[config.mk]
export PLATFORM = sky130hd
export DESIGN_NAME = sub4_result_fifo_flat
export DESIGN_NICKNAME = d
export VERILOG_FILES = /design/src/rtl/sub4_result_fifo_if.sv /design/src/rtl/sub4_result_fifo.sv /design/src/flat_wrapper.sv
export SDC_FILE = /design/constraint.sdc
export NUM_CORES = 1
export LEC_CHECK = 0
export ABC_AREA = 1
export CAP_MARGIN = 20
export CORE_UTILIZATION = 52
export DETAILED_ROUTE_END_ITERATION = 6
export PLACE_DENSITY = 0.78
export SKIP_CTS_REPAIR_TIMING = 1
export SLEW_MARGIN = 20
export SYNTH_ARGS = -nofsm -noshare
export SYNTH_HDL_FRONTEND = slang
export SYNTH_SLANG_ARGS = --single-unit
[constraint.sdc]
create_clock -name clk -period 2 [get_ports clk]
set_input_delay 0.2 -clock clk [delete_from_list [all_inputs] [get_ports clk]]
set_output_delay 0.2 -clock clk [all_outputs]
set_load 0.02 [all_outputs]
[src/rtl/sub4_result_fifo_if.sv]
// Handshake bundle between the subtractor (producer), the result FIFO and its consumer.
// The FIFO takes the slave view; the producer/consumer side takes the master view.
interface sub4_result_fifo_if #(
  parameter int WIDTH = 4
);
  logic             in_valid;
  logic             in_ready;
  logic [WIDTH-1:0] result;
  logic             Co;
  logic             Overflow;
  logic             out_valid;
  logic             out_ready;
  logic [WIDTH-1:0] out_result;
  logic             out_co;
  logic             out_overflow;

  modport slave (
    input  in_valid, result, Co, Overflow, out_ready,
    output in_ready, out_valid, out_result, out_co, out_overflow
  );

  modport master (
    output in_valid, result, Co, Overflow, out_ready,
    input  in_ready, out_valid, out_result, out_co, out_overflow
  );
endinterface

[src/rtl/sub4_result_fifo.sv]
// First-word-fall-through FIFO for subtractor results with a saturating overflow tally.
// Define SUB4_FIFO_STICKY_OVF_EN to add a sticky overflow flag (ovf_clear / ovf_seen).
module sub4_result_fifo #(
  parameter int WIDTH = 4,
  parameter int DEPTH = 4,
  parameter int CNT_W = 8,
  localparam int PTR_W = $clog2(DEPTH),
  localparam int LVL_W = $clog2(DEPTH) + 1
) (
  input  logic              clk,
  input  logic              reset,
  sub4_result_fifo_if.slave bus,
  output logic [LVL_W-1:0]  level,
  output logic              full,
  output logic              empty,
  output logic [CNT_W-1:0]  ovf_count
`ifdef SUB4_FIFO_STICKY_OVF_EN
  ,
  input  logic              ovf_clear,
  output logic              ovf_seen
`endif
);
  localparam int ENT_W = WIDTH + 2;

  logic [PTR_W-1:0]            wr_ptr_q, wr_ptr_d;
  logic [PTR_W-1:0]            rd_ptr_q, rd_ptr_d;
  logic [LVL_W-1:0]            level_q, level_d;
  logic [CNT_W-1:0]            ovf_cnt_q, ovf_cnt_d;
  logic [DEPTH-1:0][ENT_W-1:0] ent_all;
  logic [ENT_W-1:0]            head;
  logic [ENT_W-1:0]            wr_data;
  logic                        push;
  logic                        pop;

  // Full/empty come from the level count so a wrapped pointer pair is never ambiguous.
  assign full    = (level_q == LVL_W'(DEPTH));
  assign empty   = (level_q == '0);
  assign push    = bus.in_valid && !full;
  assign pop     = bus.out_ready && !empty;
  assign wr_data = {bus.result, bus.Co, bus.Overflow};

  always_comb begin
    wr_ptr_d  = wr_ptr_q;
    rd_ptr_d  = rd_ptr_q;
    level_d   = level_q;
    ovf_cnt_d = ovf_cnt_q;
    if (push) begin
      wr_ptr_d = wr_ptr_q + PTR_W'(1);
    end
    if (pop) begin
      rd_ptr_d = rd_ptr_q + PTR_W'(1);
    end
    if (push && !pop) begin
      level_d = level_q + LVL_W'(1);
    end else if (pop && !push) begin
      level_d = level_q - LVL_W'(1);
    end
    if (push && bus.Overflow && (ovf_cnt_q != '1)) begin
      ovf_cnt_d = ovf_cnt_q + CNT_W'(1);
    end
  end

  always_ff @(posedge clk) begin
    if (reset) begin
      wr_ptr_q  <= '0;
      rd_ptr_q  <= '0;
      level_q   <= '0;
      ovf_cnt_q <= '0;
    end else begin
      wr_ptr_q  <= wr_ptr_d;
      rd_ptr_q  <= rd_ptr_d;
      level_q   <= level_d;
      ovf_cnt_q <= ovf_cnt_d;
    end
  end

  // Storage carries no reset; stale contents are masked by the empty check on the read side.
  generate
    for (genvar gi = 0; gi < DEPTH; gi++) begin : g_entry
      logic [ENT_W-1:0] ent_q;
      always_ff @(posedge clk) begin
        if (push && (wr_ptr_q == PTR_W'(gi))) begin
          ent_q <= wr_data;
        end
      end
      assign ent_all[gi] = ent_q;
    end
  endgenerate

  assign head = ent_all[rd_ptr_q];

  always_comb begin
    bus.in_ready     = !full;
    bus.out_valid    = !empty;
    bus.out_result   = '0;
    bus.out_co       = 1'b0;
    bus.out_overflow = 1'b0;
    if (!empty) begin
      bus.out_result   = head[ENT_W-1:2];
      bus.out_co       = head[1];
      bus.out_overflow = head[0];
    end
  end

  assign level     = level_q;
  assign ovf_count = ovf_cnt_q;

`ifdef SUB4_FIFO_STICKY_OVF_EN
  logic ovf_seen_q, ovf_seen_d;

  // A same-cycle overflow push beats a clear request.
  always_comb begin
    ovf_seen_d = ovf_seen_q;
    if (ovf_clear) begin
      ovf_seen_d = 1'b0;
    end
    if (push && bus.Overflow) begin
      ovf_seen_d = 1'b1;
    end
  end

  always_ff @(posedge clk) begin
    if (reset) begin
      ovf_seen_q <= 1'b0;
    end else begin
      ovf_seen_q <= ovf_seen_d;
    end
  end

  assign ovf_seen = ovf_seen_q;
`endif
endmodule

[src/flat_wrapper.sv]
// flat-port wrapper written by rule: the top's interface ports become plain ports
module sub4_result_fifo_flat 
#(
  parameter int WIDTH = 4,
  parameter int DEPTH = 4,
  parameter int CNT_W = 8,
  localparam int PTR_W = $clog2(DEPTH),
  localparam int LVL_W = $clog2(DEPTH) + 1
)
  (clk, reset, level, full, empty, ovf_count, bus_in_valid, bus_result, bus_Co, bus_Overflow, bus_out_ready, bus_in_ready, bus_out_valid, bus_out_result, bus_out_co, bus_out_overflow);
  sub4_result_fifo_if #(.WIDTH(WIDTH)) bus_i ();
  input  logic clk;
  input  logic reset;
  output logic [LVL_W-1:0] level;
  output logic full;
  output logic empty;
  output logic [CNT_W-1:0] ovf_count;
  input wire logic [$bits(bus_i.in_valid)-1:0] bus_in_valid;
  input wire logic [$bits(bus_i.result)-1:0] bus_result;
  input wire logic [$bits(bus_i.Co)-1:0] bus_Co;
  input wire logic [$bits(bus_i.Overflow)-1:0] bus_Overflow;
  input wire logic [$bits(bus_i.out_ready)-1:0] bus_out_ready;
  output wire logic [$bits(bus_i.in_ready)-1:0] bus_in_ready;
  output wire logic [$bits(bus_i.out_valid)-1:0] bus_out_valid;
  output wire logic [$bits(bus_i.out_result)-1:0] bus_out_result;
  output wire logic [$bits(bus_i.out_co)-1:0] bus_out_co;
  output wire logic [$bits(bus_i.out_overflow)-1:0] bus_out_overflow;
  assign bus_i.in_valid = bus_in_valid;
  assign bus_i.result = bus_result;
  assign bus_i.Co = bus_Co;
  assign bus_i.Overflow = bus_Overflow;
  assign bus_i.out_ready = bus_out_ready;
  assign bus_in_ready = bus_i.in_ready;
  assign bus_out_valid = bus_i.out_valid;
  assign bus_out_result = bus_i.out_result;
  assign bus_out_co = bus_i.out_co;
  assign bus_out_overflow = bus_i.out_overflow;
  sub4_result_fifo #(.WIDTH(WIDTH), .DEPTH(DEPTH), .CNT_W(CNT_W)) u_core (.clk(clk), .reset(reset), .bus(bus_i), .level(level), .full(full), .empty(empty), .ovf_count(ovf_count));
endmodule
**After elaboration in Yosys (flattened, before gate mapping)**

Cells that the tools add are included.

- Bits of input ports: 10
- Output and inout port bits: 21
- Bits in registers: 39

- Multiplexer cells: 7
- Add/sub/neg operators: 5
- Magnitude comparators: 1
- Reduce and logical (&&, ||, !) cells: 17
- Equal/unequal tests: 5

Operator list:

| operator | number |
|---|---|
| binary-select mux 6 bit (select 2 bit) | 1 |
| logical AND 1 bit | 10 |
| adder 8 x 1 -> 8 bit, second input constant | 1 |
| inequality test 8 bit, second input constant | 1 |
| 2-to-1 mux 3 bit | 2 |
| 2-to-1 mux 6 bit | 1 |
| adder 2 x 1 -> 2 bit, second input constant | 2 |
| == test 2 bit, second input constant | 2 |
| zero test 1 bit | 4 |
| 2-to-1 mux 4 bit | 1 |
| adder 3 x 1 -> 3 bit, second input constant | 1 |
| == test 3 bit, second input constant | 1 |
| zero test 3 bit | 1 |
| < comparator 2 x 3 -> 1 bit, second input constant | 1 |
| subtractor 3 x 1 -> 3 bit, second input constant | 1 |
| == test 2 x 1 -> 1 bit, second input constant | 1 |
| zero test 2 bit | 1 |
| 2-to-1 mux 1 bit | 2 |
| nonzero test 2 bit | 1 |

**Logic depth before layout (Yosys ltp)**

Gate-level depths: netlist of run 1.

- Word-level depth: 7
- Mapped depth: 11
- Gate-level depth less buffers: 11

**Least setup slack after synthesis of run 1**

No wires, ideal clock.

- Path type: register to register
- Start: register u_core.level_q[0], in the netlist u_core.level[0]
- End: register u_core.level_q[2], in the netlist u_core.level[2]
- Stages on the path, launching flop included: 12
- Data required time: 1.930 ns
- Period minus slack after synthesis: 1.844 ns
- Path slack: 0.156 ns
- Path buffers: 0
- Library setup time: 0.070 ns
- Arrival: 1.775 ns
- Path through: dfxtp_1 -> nor2_4 -> nand2_4 -> nand2_4 -> ha_1 -> inv_1 -> fa_1 -> nor2_1 -> nor2_1 -> nand2_1 -> o21ai_0 -> a21oi_1

- Word-level cells in the longest chain between the ends: 6

RTL lines:

| element | RTL line | source |
|---|---|---|
| from (decl) | sub4_result_fifo.sv:27 | `logic [LVL_W-1:0] level_q, level_d;` |
| from (signal assigned) | sub4_result_fifo.sv:72 | `level_q <= level_d;` |
| zero test 3 bit (*) | sub4_result_fifo.sv:37 | `assign empty = (level_q == '0);` |
| zero test 1 bit (*) | - |  |
| net bus_out_valid | flat_wrapper.sv:24 | `output wire logic [$bits(bus_i.out_valid)-1:0] bus_out_valid;` |
| logical AND 1 bit (*) | sub4_result_fifo.sv:39 | `assign pop = bus.out_ready && !empty;` |
| zero test 1 bit | sub4_result_fifo.sv:53 | `if (push && !pop) begin` |
| logical AND 1 bit | sub4_result_fifo.sv:53 |  |
| 2-to-1 mux 3 bit or nonzero test 2 bit (tied branches) | - |  |

Mark *: on every way through the listed nets, which the timed path passes. The rest lies on a longest branch. The select of a mux whose other input is x is not followed.
A chain may end at the register's enable or synchronous reset.

**Final worst setup path of run 1**

- Start: register u_core.level_q[1], in the netlist u_core.level[1]
- End: register u_core.level_q[2], in the netlist u_core.level[2]

- Word-level cells in the longest chain between the ends: 6

RTL lines:

| element |
|---|
| branches (longest 6 deep; another with subtractor 3 x 1 -> 3 bit) |

Parallel ways; which one is timed is not known. The select of a mux whose other input is x is not followed.

==> qor.csv, run 1 <==
metric;value;unit
period_minus_slack;1.85;ns
p_int;0.00175;W
r2r_cells;11;
grt_pass1_wl;5720;um
place_congestion;0.800;
cts.clk_slew.worst_paths;0.12;ns
swShare;0.378;
netlist_instances;210;
start_kind;register;
rsz0062_at_grt;no;
hp-class;input pin to register;
path_depth;11;
syn_nets;227;
status;completed;
drc_errors;0;
antenna_cells;0;
grt_max_degree;16;
grt_usage;0.191;
drive_gt1_frac;0.165;
fin_crit_sh;0.927;
fmax;539;MHz
critPathArrivalTime;2.13;ns
clock-root-buffer;clkbuf_4;
slowest_delay;0.38;ns
cellLeakagePower;1.12;nW
p_sw;0.00106;W
place.detailed.hpwl;2330;um
layout_commonest_cell;nor2_1;
die_h;62.5;um
wirelength;3390;um
ys_seq_area_frac;0.536;
drv_cap;0;
yosysWarnings;0;
worst_slack;0.145;ns
crit_type;register to register;
crit_buf_inv;1;
cp_max_fo;4;
dr.pass1.iters;4;
worstSetupEndpointType;register;
mostFrequentLayoutCells;nor2_1 (49), inv_1 (25), nand2_1 (25);
syn_area;0.00190;mm2
r2r-start;u_core.level[1];
cp-startpoint;u_core.level[1];
final_nets;270;
drv_slew;0;
min_from;bus_result[0];
die_area;0.00391;mm2
syn_avg_cell_area;9.07;um2
route.vias.total;1439;
synth_seq_cells;39;
avgRoutedWirePerCell;11.3;um
core_area;0.00342;mm2
p_per_area;1170;mW/mm2
yosysUniqueCellTypes;24;
cts_tree;built;
antenna_found_initial;0;
fp.dieW;62.5;um
p_comb_frac;0.440;
cp_top_family;simple AND/OR/NAND/NOR gates;
setup_viol;0;
grt_pass1_vias;1326;
clock_path_buffers;2;
vias_per_cell;4.80;
area_growth;27.0;%
port_buffers;30;
htreeDepth;2;
min_path_cells;1;
clock_sinks;39;
slew-limit-headroom;0.689;
power_frac_clock;0.186;
drtIter0Drc;44;
cts_buffers;5;
worst_pin_slew;0.465;ns
rows;21;
critical_path.slowest_cell;fa_1;
clkLatencyLatePin;0.34;ns
ant_nets;0;
power;0.00282;W
globalRouteOverflowTotal;0;
path_cells;nor2_4, nand2_4, nand2_4, ha_1, inv_1, fa_1, nor2_1, nor2_1, nand2_1, o21ai_0, a21oi_1;
hold_viol_final;0;
vdd_drop_max;0.733;mV
skew;0.00449;ns
cp.required;2.28;ns
boundaryPins;31;
pwr-share-seq;0.375;
pre_cts_slack;0.0131;ns
start_util;0.558;
==> power groups by stage <==
stage	Sequential (W)	Clock, W	Combinational, W
3_3_place_gp	0.00107	0	0.00121
2_1_floorplan	0.00112	0	0.000686
5_1_grt	0.00107	0.000575	0.00136
4_1_cts	0.00105	0.000536	0.00124
6_report	0.00106	0.000523	0.00124
3_5_place_dp	0.00107	0	0.00123
==> routing by layer <==
layer  vias to the layer above  track usage  routed length (um)
met3                         5       0.0529                 125
met2                        26        0.314                1610
met1                       650        0.232                1610
li1                        758            -                   -
met5                         -            0                   0
met4                         0       0.0901                  45
==> cell usage after synthesis, drive strengths merged <==
cell type,number,area share
inv,30,0.059
o21ai,20,0.053
fa,1,0.011
dfxtp,15,0.16
xor2,2,0.0092
edfxtp,24,0.38
ha,6,0.039
nor2,56,0.13
buf,4,0.013
nand4,1,0.0033
nand2,31,0.079
a21oi,14,0.045
nand3,6,0.025
==> registers in the layout, summed over array words and instances (netlist names) <==
register and count:
u_core.g_entry.ent_q 24, u_core.level 3, u_core.ovf_count 8, u_core.rd_ptr_q 2
u_core.wr_ptr_q 2
==> final timing paths <==
kind         slack [ns]                          to
min reg2reg        0.52             u_core.level[0]
min                0.48  u_core.g_entry[3].ent_q[2]
max reg2reg        0.15             u_core.level[2]
max                0.15             u_core.level[2]
==> final cells by class <==
| class | count | area, um2 |
|---|---|---|
| timing repair buffer | 40 | 395 |
| fill | 260 | 997 |
| clock inverter | 3 | 43.8 |
| clock buffer | 5 | 37.5 |
| inverter | 30 | 115 |
| multi-input combinational | 137 | 746 |
| tap | 46 | 57.6 |
| sequential | 39 | 1020 |
==> logic make-up after synthesis <==
kind of cell | after synthesis | synth area share
adder cells (fa/ha/maj) | 7 | 0.0499
buffers and inverters | 34 | 0.0723
XOR/XNOR | 2 | 0.00920
flip-flops | 39 | 0.536
AND/OR/NAND/NOR | 94 | 0.235
AO/OA/AOI/OAI | 34 | 0.0972
==> per-stage QoR <==
| stage | setup TNS, ns | hold slack [ns] | std cells | area, um2 | util |
|---|---|---|---|---|---|
| 5_1_grt | 0 | 0.451 | 300 | 2420 | 0.708 |
| 3_5_place_dp | 0 | 0.515 | 291 | 2300 | 0.675 |
| 3_3_place_gp | 0 | 0.511 | 291 | 2300 | 0.675 |
| 6_report | 0 | 0.478 | 300 | 2420 | 0.708 |
| 4_1_cts | -1.07 | 0.470 | 299 | 2390 | 0.699 |
| 2_1_floorplan | 0 | 0.299 | 210 | 1900 | - |
(Power assumes the default switching activity.)
==> run 2: changes to the inputs <==
--- a/config.mk
+++ b/config.mk
@@ -7,9 +7,9 @@
 export LEC_CHECK = 0
 export ABC_AREA = 1
 export CAP_MARGIN = 20
-export CORE_UTILIZATION = 52
+export CORE_ASPECT_RATIO = 1.75
+export CORE_UTILIZATION = 35
 export DETAILED_ROUTE_END_ITERATION = 6
-export PLACE_DENSITY = 0.78
 export SKIP_CTS_REPAIR_TIMING = 1
 export SLEW_MARGIN = 20
 export SYNTH_ARGS = -nofsm -noshare
==> run 2 against run 1 <==
Effect of this change: the flow now finishes with violations (DRC); clock power barely moved; clock skew rose by 0.0021 ns; die area rose by 47%; combinational power barely moved; via count rose by 0.63%; critical endpoint unchanged; largest power group unchanged.
==> qor.csv, run 2 (synthesized netlist as in run 1, its figures left out) <==
metric;value;unit
status;finished, violations left;
route.vias.total;1448;
avgRoutedWirePerCell;12.6;um
drv_slew;0;
rsz0062_at_grt;no;
clock-root-buffer;clkbuf_8;
ant_nets;0;
hold_viol_final;0;
place.detailed.hpwl;2890;um
period_minus_slack;1.83;ns
regMostFlops;u_core.g_entry.ent_q;
pre_cts_slack;0.0439;ns
start_kind;register;
start_util;0.362;
num-fill-cells;515;
largest_register_ffs;24;
die_h;99.6;um
worstSetupEndpointType;register;
hp-class;register to register;
die_area;0.00575;mm2
cp_max_fo;3;
drv_cap;0;
fmax;545;MHz
port_buffers;30;
crit_type;register to register;
slew-limit-headroom;0.690;
dr.pass1.iters;6;
fin_crit_sh;0.917;
globalRouteOverflowTotal;0;
grt_max_degree;16;
cp.required;2.22;ns
placed_area;0.00233;mm2
grt_pass1_wl;6400;um
clkLatencyLatePin;0.28;ns
antenna_cells;0;
critPathArrivalTime;2.05;ns
violations;DRC;
cts_tree;built;
skew;0.00657;ns
power;0.00282;W
wirelength;3910;um
clock_path_buffers;2;
rows;35;
fp.dieW;57.8;um
core_area;0.00526;mm2
mostFrequentLayoutCells;nor2_1 (49), inv_1 (25), nand2_1 (25);
worst_slack;0.167;ns
p_comb_frac;0.445;
worst_pin_slew;0.464;ns
place_congestion;0.707;
p_int;0.00174;W
vdd_drop_max;0.455;mV
p_sw;0.00108;W
swShare;0.385;
design_area;0.00244;mm2
final_nets;271;
boundaryPins;31;
antenna_found_initial;0;
cellLeakagePower;1.11;nW
pwr-share-seq;0.371;
layout_commonest_cell;nor2_1;
setup_viol;0;
drc_errors;1;
htreeDepth;2;
power_frac_clock;0.185;
grt_pass1_vias;1360;
vias_per_cell;4.67;
drtIter0Drc;42;
cts.clk_slew.worst_paths;0.08;ns
area_growth;28.1;%
cts_buffers;5;
worst-r2r-setup-slack;0.17;ns
p_per_area;1160;mW/mm2
clock_sinks;39;
grt_usage;0.147;
drive_gt1_frac;0.157;
[run 2: cell types whose count changed in the layout (fill, tap and decap cells not counted), moves of 2 or more]
cell / previous run / this run
clkbuf_4: 5 / 0
clkbuf_8: 0 / 5
dfxtp_1: 13 / 15
dfxtp_2: 2 / 0
o21ai_0: 17 / 19
o21ai_1: 3 / 1
[run 2: through the flow]
step,instances,hold slack [ns],setup TNS [ns],utilization
floorplan,210,0.299,0,-
global placement,302,0.514,0,0.444
detailed placement,302,0.523,0,0.444
CTS,310,0.535,-0.711,0.460
global route,310,0.567,0,0.464
finish,310,0.529,0,0.464
[run 2: worst paths after layout]
path | cells after the start | startpoint | endpoint
worst max-delay path | 11 | u_core.level[0] | u_core.level[2]
worst min-delay path | 2 | u_core.ovf_count[1] | u_core.ovf_count[1]
worst max register to register | 11 | u_core.level[0] | u_core.level[2]
worst min register to register | 2 | u_core.ovf_count[1] | u_core.ovf_count[1]
[run 2: final cells by class]
| cell class | count | area, um2 | share of cell area |
|---|---|---|---|
| inverters | 30 | 115 | 0.0472 |
| clock inverters | 3 | 20.0 | 0.00821 |
| clock buffers | 5 | 68.8 | 0.0282 |
| repair buffers | 41 | 400 | 0.164 |
| well taps | 55 | 68.8 | 0.0282 |
| multi-input cells | 137 | 746 | 0.306 |
| flip-flops and latches | 39 | 1020 | 0.418 |
[run 2: worst max-delay path: stages, from the launching register on]
cell	delay (ns)
dfxtp_1	0.34
nor2_4	0.21
nand2_4	0.09
nand2_4	0.09
ha_1	0.14
inv_1	0.06
fa_1	0.38
nor2_1	0.12
nor2_1	0.04
nand2_1	0.06
o21ai_0	0.07
a21oi_1	0.14
[run 2: power groups by stage]
stage,registers (W),logic (W),clock network (W)
2_1_floorplan,0.00112,0.000686,0
5_1_grt,0.00106,0.00138,0.000579
3_5_place_dp,0.00106,0.00129,0
6_report,0.00105,0.00125,0.000520
4_1_cts,0.00105,0.00130,0.000541
3_3_place_gp,0.00106,0.00128,0
[run 2: routing by layer]
layer | vias up | routed length (um) | GRT usage
li1 | 756 | - | -
met1 | 665 | 1540 | 0.149
met2 | 23 | 2220 | 0.288
met3 | 4 | 105 | 0.0273
met4 | 0 | 45 | 0.0495
met5 | - | 0 | 0
